File: src/rtl/reg32_write_distributor.sv
// Write-side distributor for a bank of 2**ADDR_W registers.
// Handles single writes, auto-incrementing burst writes with wrap-around,
// and a one-entry-per-cycle clear sweep.
// The bank is exposed as a flat bus for the downstream 32-to-1 read mux.
module reg32_write_distributor #(
    parameter int unsigned WIDTH  = 32,
    parameter int unsigned ADDR_W = 5
) (
    input  logic                            clk,
    input  logic                            reset,
    input  logic                            wr_valid,
    output logic                            wr_ready,
    input  logic [ADDR_W-1:0]               wr_addr,
    input  logic [WIDTH-1:0]                wr_data,
    input  logic                            burst_start,
    input  logic [ADDR_W-1:0]               burst_addr,
    input  logic [ADDR_W:0]                 burst_len,
    input  logic                            clr,
    output logic [WIDTH*(2**ADDR_W)-1:0]    q_flat,
    output logic [(2**ADDR_W)-1:0]          wr_flag,
    output logic                            busy,
    output logic                            done,
    output logic                            err
);

    localparam int DEPTH = 2 ** ADDR_W;

    typedef enum logic [1:0] {StIdle, StBurst, StClear} state_e;

    state_e             state_q, state_d;
    logic [ADDR_W-1:0]  ptr_q, ptr_d;
    logic [ADDR_W:0]    cnt_q, cnt_d;
    logic               done_q, done_d;
    logic               err_q, err_d;
    logic [WIDTH-1:0]   bank_q [DEPTH];
    logic [DEPTH-1:0]   flag_q;

    logic               we;
    logic [ADDR_W-1:0]  waddr;
    logic [WIDTH-1:0]   wdata;
    logic               wflag;
    logic               len_ok;

    // Legal lengths are 1..DEPTH: nonzero, and if the top bit is set the rest must be zero.
    assign len_ok = (burst_len != '0) &&
                    (!burst_len[ADDR_W] || (burst_len[ADDR_W-1:0] == '0));

    // Next-state, write-port and handshake decode.
    always_comb begin
        state_d  = state_q;
        ptr_d    = ptr_q;
        cnt_d    = cnt_q;
        done_d   = 1'b0;
        err_d    = 1'b0;
        we       = 1'b0;
        waddr    = ptr_q;
        wdata    = wr_data;
        wflag    = 1'b1;
        wr_ready = 1'b0;
        unique case (state_q)
            StIdle: begin
                // clr and burst_start both suppress any coincident single write.
                if (clr) begin
                    state_d = StClear;
                    ptr_d   = '0;
                end else if (burst_start) begin
                    if (len_ok) begin
                        state_d = StBurst;
                        ptr_d   = burst_addr;
                        cnt_d   = burst_len;
                    end else begin
                        err_d = 1'b1;
                    end
                end else begin
                    wr_ready = 1'b1;
                    if (wr_valid) begin
                        we    = 1'b1;
                        waddr = wr_addr;
                    end
                end
            end
            StBurst: begin
                wr_ready = 1'b1;
                if (wr_valid) begin
                    we    = 1'b1;
                    ptr_d = ptr_q + 1'b1;
                    cnt_d = cnt_q - 1'b1;
                    if (cnt_q == {{ADDR_W{1'b0}}, 1'b1}) begin
                        state_d = StIdle;
                        done_d  = 1'b1;
                    end
                end
            end
            StClear: begin
                we    = 1'b1;
                wdata = '0;
                wflag = 1'b0;
                ptr_d = ptr_q + 1'b1;
                if (&ptr_q) begin
                    state_d = StIdle;
                    done_d  = 1'b1;
                end
            end
            default: state_d = StIdle;
        endcase
        if (reset) begin
            wr_ready = 1'b0;
        end
    end

    // Control state, pulses and bank storage with synchronous reset.
    always_ff @(posedge clk) begin
        if (reset) begin
            state_q <= StIdle;
            ptr_q   <= '0;
            cnt_q   <= '0;
            done_q  <= 1'b0;
            err_q   <= 1'b0;
            flag_q  <= '0;
            for (int k = 0; k < DEPTH; k++) begin
                bank_q[k] <= '0;
            end
        end else begin
            state_q <= state_d;
            ptr_q   <= ptr_d;
            cnt_q   <= cnt_d;
            done_q  <= done_d;
            err_q   <= err_d;
            if (we) begin
                bank_q[waddr] <= wdata;
                flag_q[waddr] <= wflag;
            end
        end
    end

    // Entry k occupies q_flat[WIDTH*k +: WIDTH].
    for (genvar k = 0; k < DEPTH; k++) begin : g_flat
        assign q_flat[k*WIDTH +: WIDTH] = bank_q[k];
    end

    assign wr_flag = flag_q;
    assign busy    = (state_q != StIdle);
    assign done    = done_q;
    assign err     = err_q;

endmodule

File: config.mk
export PLATFORM = sky130hd
export DESIGN_NAME = reg32_write_distributor
export DESIGN_NICKNAME = d
export VERILOG_FILES = /design/src/rtl/reg32_write_distributor.sv
export SDC_FILE = /design/constraint.sdc
export NUM_CORES = 1
export LEC_CHECK = 0
export ABC_AREA = 1
export BUFFER_PORTS_ARGS = -buffer_cell sky130_fd_sc_hd__buf_2
export CAP_MARGIN = 0
export CORE_AREA = 2 2 432 434
export CTS_BUF_LIST = sky130_fd_sc_hd__clkbuf_2
export CTS_CLUSTER_SIZE = 40
export DETAILED_ROUTE_END_ITERATION = 7
export DIE_AREA = 0 0 434 436
export PLACE_DENSITY = 0.44
export SLEW_MARGIN = 20
export SYNTH_ARGS = -nofsm -noshare
export SYNTH_HDL_FRONTEND = slang
export SYNTH_SLANG_ARGS = --single-unit
File: constraint.sdc
create_clock -name clk -period 3.54 [get_ports clk]
set_input_delay 0.177 -clock clk [delete_from_list [all_inputs] [get_ports clk]]
set_output_delay 0.177 -clock clk [all_outputs]
set_load 0.05 [all_outputs]
==> flow_metrics.py <==
metrics = {
    "run_status": {
        "outcome": "finished, final reports clean",
    },
    "global_routing": {
        "grt_pass1_vias": 28300,
        "tot_gr_track_use_pct": 20.0,
        "grt_remaining_overflow": 0,
        "antenna_violations_before_repair": 25,
        "grt_start_max_net_pins": 56,
        "grt_first_pass_wirelength_um": 254000,
    },
    "sta": {
        "layout_worst_path_cycle_share_pct": 94.7,
        "achievable-frequency_ghz": 0.298,
        "setup_violations": 0,
        "fin_hold_ws_ns": 0.465,
        "timing.slew.headroom_pct": 11.4,
        "worstMarginPinSlew_ns": 1.33,
        "largest_clock_skew_in_the_final_design_ns": 0.101,
        "final_critical_path_required_period_ns": 3.35,
        "final-hold-violation-count": 0,
        "finalSetupTns_ns": 0,
        "final_max_slew_viol_count": 0,
    },
    "synth": {
        "synth.cell_area_um2": 38400,
        "post_synth_inst_count": 2696,
        "yosysTopAreaCellShare_pct": 80.0,
        "seq_area_frac_synth_pct": 82.5,
        "synth.lib_cells_used.distinct": 29,
        "ys_warn_count": 0,
        "post_synth.cell_area_avg_um2": 14.2,
        "netlist_top_cells_area": "sky130_fd_sc_hd__edfxtp_1 (80%), sky130_fd_sc_hd__nor2_1 (10%), sky130_fd_sc_hd__dfxtp_1 (2.4%), sky130_fd_sc_hd__nand2_1 (1.5%), sky130_fd_sc_hd__clkbuf_1 (1.5%)",
        "synth_largest_area_cell": "sky130_fd_sc_hd__edfxtp_1",
        "mappedNetlistNets": 2757,
        "synth_seq_cells": 1071,
    },
    "die": {
        "dieArea_um2": 189000,
        "die_height_um": 436,
        "fp-row-count": 158,
        "num_io_pins": 1113,
        "die_width_um": 434,
        "area_of_the_core_um2": 185000,
        "initial_core_util_pct": 20.8,
    },
    "critical_path": {
        "critPathMaxFanout": 6,
        "critPathKind": "register to register",
        "timing.critical_path.arrival_ns": 5.06,
        "timing.reg2reg.setup_slack_ns": 0.19,
        "required_ns": 5.25,
        "worstSetupStartpointType": "register",
        "type_of_element_capturing_the_critical_path": "register",
    },
    "route": {
        "vias": 29400,
        "drc_errors": 0,
        "route.detailed.vias_per_inst": 4.24,
        "finalWirelength_um": 195000,
        "remaining_antenna_violation_count_after_routing": 0,
        "drtIter0Drc": 2484,
        "dr.pass1.iters": 5,
        "post_drt_wl_per_cell_um": 28.1,
    },
    "power": {
        "power.internal_w": 0.0195,
        "ir_worst_vdd_uv": 308,
        "share_seq_of_total_power_pct": 49.1,
        "total_leakage_power_nw": 23.4,
        "post-layout-total-power_w": 0.0303,
        "share_comb_of_total_power_pct": 21.0,
        "p_per_area_nw_per_um2": 573,
        "switching_share_pct": 35.5,
        "total_switching_power_w": 0.0108,
        "clock_power_share_pct": 29.9,
    },
    "clock_tree": {
        "cts_made_buffers": 310,
        "ctsHtreeMaxLevel": 5,
        "largest_buffer_count_on_any_clock_path": 4,
        "cts_sinks": 1071,
        "clk_root_buffer_cell": "sky130_fd_sc_hd__clkbuf_2",
        "insertion_delay_ns": 1.81,
        "tritoncts": "built",
        "clk_pin_slew_ns": 0.10,
    },
    "placed_design": {
        "placed_cells_incl_taps": 6202,
        "place_congestion": 0.805,
        "hpwlAfterDp_um": 129000,
        "port_buffers": 1112,
    },
    "worst_hold_path": {
        "min_path_type": "register to register",
    },
    "finish": {
        "layout_common_cells": "sky130_fd_sc_hd__buf_2 (1110), sky130_fd_sc_hd__nor2_1 (1045), sky130_fd_sc_hd__edfxtp_1 (1024)",
        "layoutNonFillerInstCount": 6946,
        "nets": 4331,
        "filler_cells_inserted": 19300,
        "most_frequent_standard_cell_in_the_layout_excluding_fill_and_tap_cells": "sky130_fd_sc_hd__buf_2",
        "syn2layout_area_growth_pct": 37.7,
        "fraction_of_final_layout_cells_with_drive_strength_greater_than_1_pct": 41.5,
        "post-route-util_pct": 28.7,
    },
    "run": {
        "maxCapViolations": 0,
    },
}
area by class of cell:
cell class / instances / area [um^2] / share of cell area (%)
diodes: 15 / 37.5 / 0.0709
clock buffers: 452 / 2260 / 4.28
clock inverters: 41 / 245 / 0.463
inverters: 54 / 218 / 0.411
multi-input cells: 1361 / 5790 / 10.9
flip-flops and latches: 1071 / 31700 / 59.9
well taps: 2480 / 3100 / 5.86
repair buffers: 1472 / 9570 / 18.1
cell families after synthesis:
group                    after synthesis  synth area share [%]
AO/OA/AOI/OAI                         31                 0.427
adder cells (fa/ha/maj)                8                 0.261
buffers and inverters                264                  2.80
flip-flops                          1071                  82.5
multiplexers                           1                0.0261
AND/OR/NAND/NOR                     1321                  14.0
synth_stat cells:
library cell               number
sky130_fd_sc_hd__nand3_2       20
sky130_fd_sc_hd__buf_1          6
sky130_fd_sc_hd__nor2_1      1046
sky130_fd_sc_hd__clkinv_1       1
sky130_fd_sc_hd__o21ai_0        8
sky130_fd_sc_hd__nand4_1        3
sky130_fd_sc_hd__dfxtp_1       47
sky130_fd_sc_hd__nor2_4         9
sky130_fd_sc_hd__buf_6          1
sky130_fd_sc_hd__or2_2          1
sky130_fd_sc_hd__nand2_4        2
sky130_fd_sc_hd__a21oi_1       19
sky130_fd_sc_hd__nand2_1      154
sky130_fd_sc_hd__clkbuf_1     150
sky130_fd_sc_hd__nor3_1         1
sky130_fd_sc_hd__nor2_8         5
sky130_fd_sc_hd__nand2_2        5
sky130_fd_sc_hd__o22ai_1        1
sky130_fd_sc_hd__a22oi_1        3
sky130_fd_sc_hd__nand3b_1       4
sky130_fd_sc_hd__inv_1         49
sky130_fd_sc_hd__nand3_1       71
sky130_fd_sc_hd__buf_4          4
sky130_fd_sc_hd__mux2i_1        1
sky130_fd_sc_hd__buf_2         49
sky130_fd_sc_hd__ha_1           8
sky130_fd_sc_hd__edfxtp_1    1024
sky130_fd_sc_hd__inv_2          3
sky130_fd_sc_hd__inv_4          1
power by group through the flow:
stage / sequential (W) / clock (W) / combinational [W]
floorplan: 0.0176 / 0 / 0.00135
global placement: 0.0152 / 0 / 0.00588
detailed placement: 0.0152 / 0 / 0.00589
CTS: 0.0149 / 0.00940 / 0.00639
global route: 0.0150 / 0.0100 / 0.00662
finish: 0.0149 / 0.00905 / 0.00636
metal layers:
layer | track usage (%) | routed length (um) | part of all wire, %
met5 | 0 | 13 | 0.0067
met4 | 7.33 | 6590 | 3.4
met3 | 5.26 | 16400 | 8.4
met2 | 33.9 | 96500 | 49
met1 | 24.2 | 75700 | 39
what timing repair did:
action / in CTS / in global routing
resized for setup: 12 / 4
cloned: 0 / 0
hold buffers: 233 / 0
pin swaps: 0 / 1
endpoints found under the setup margin: 2 / 81
endpoints found under the hold margin: 2095 / 0
setup buffers: 0 / 3
state kept, by name, summed over array words and instances (netlist names):
register	flops
bank_q	1024
wr_flag	32
cnt_q	6
ptr_q	5
state_q	2
done	1
err	1
critical path, stage by stage (launching register included):
cell and delay, ns:
sky130_fd_sc_hd__dfxtp_1 0.49, sky130_fd_sc_hd__ha_1 0.22, sky130_fd_sc_hd__nand2_1 0.08, sky130_fd_sc_hd__nor2_1 0.12, sky130_fd_sc_hd__ha_1 0.18, sky130_fd_sc_hd__o22ai_1 0.07, sky130_fd_sc_hd__dlygate4sd3_1 0.57, sky130_fd_sc_hd__a21oi_1 0.20
sky130_fd_sc_hd__o21ai_0 0.11, sky130_fd_sc_hd__dlygate4sd3_1 0.58, sky130_fd_sc_hd__nand2_1 0.06, sky130_fd_sc_hd__dlygate4sd3_1 0.56, sky130_fd_sc_hd__a21oi_1 0.04
worst paths after layout:
check,start,depth (start not counted),to
worst max-delay path,ptr_q[0]$_SDFFE_PP0P_,12,state_q[0]$_SDFFE_PP0P_
worst min-delay path,wr_flag[8]$_SDFFE_PP0P_,2,wr_flag[8]$_SDFFE_PP0P_
worst max register to register,ptr_q[0]$_SDFFE_PP0P_,12,state_q[0]$_SDFFE_PP0P_
worst min register to register,wr_flag[8]$_SDFFE_PP0P_,2,wr_flag[8]$_SDFFE_PP0P_
stage by stage:
stage / setup WS (ns) / cell area [um^2]
floorplan: 0.723 / 38400
global route: -0.0395 / 52900
finish: 0.189 / 52900
detailed placement: 0.358 / 47700
global placement: 0.413 / 47700
CTS: 0.00955 / 52800
(Power assumes the default switching activity.)
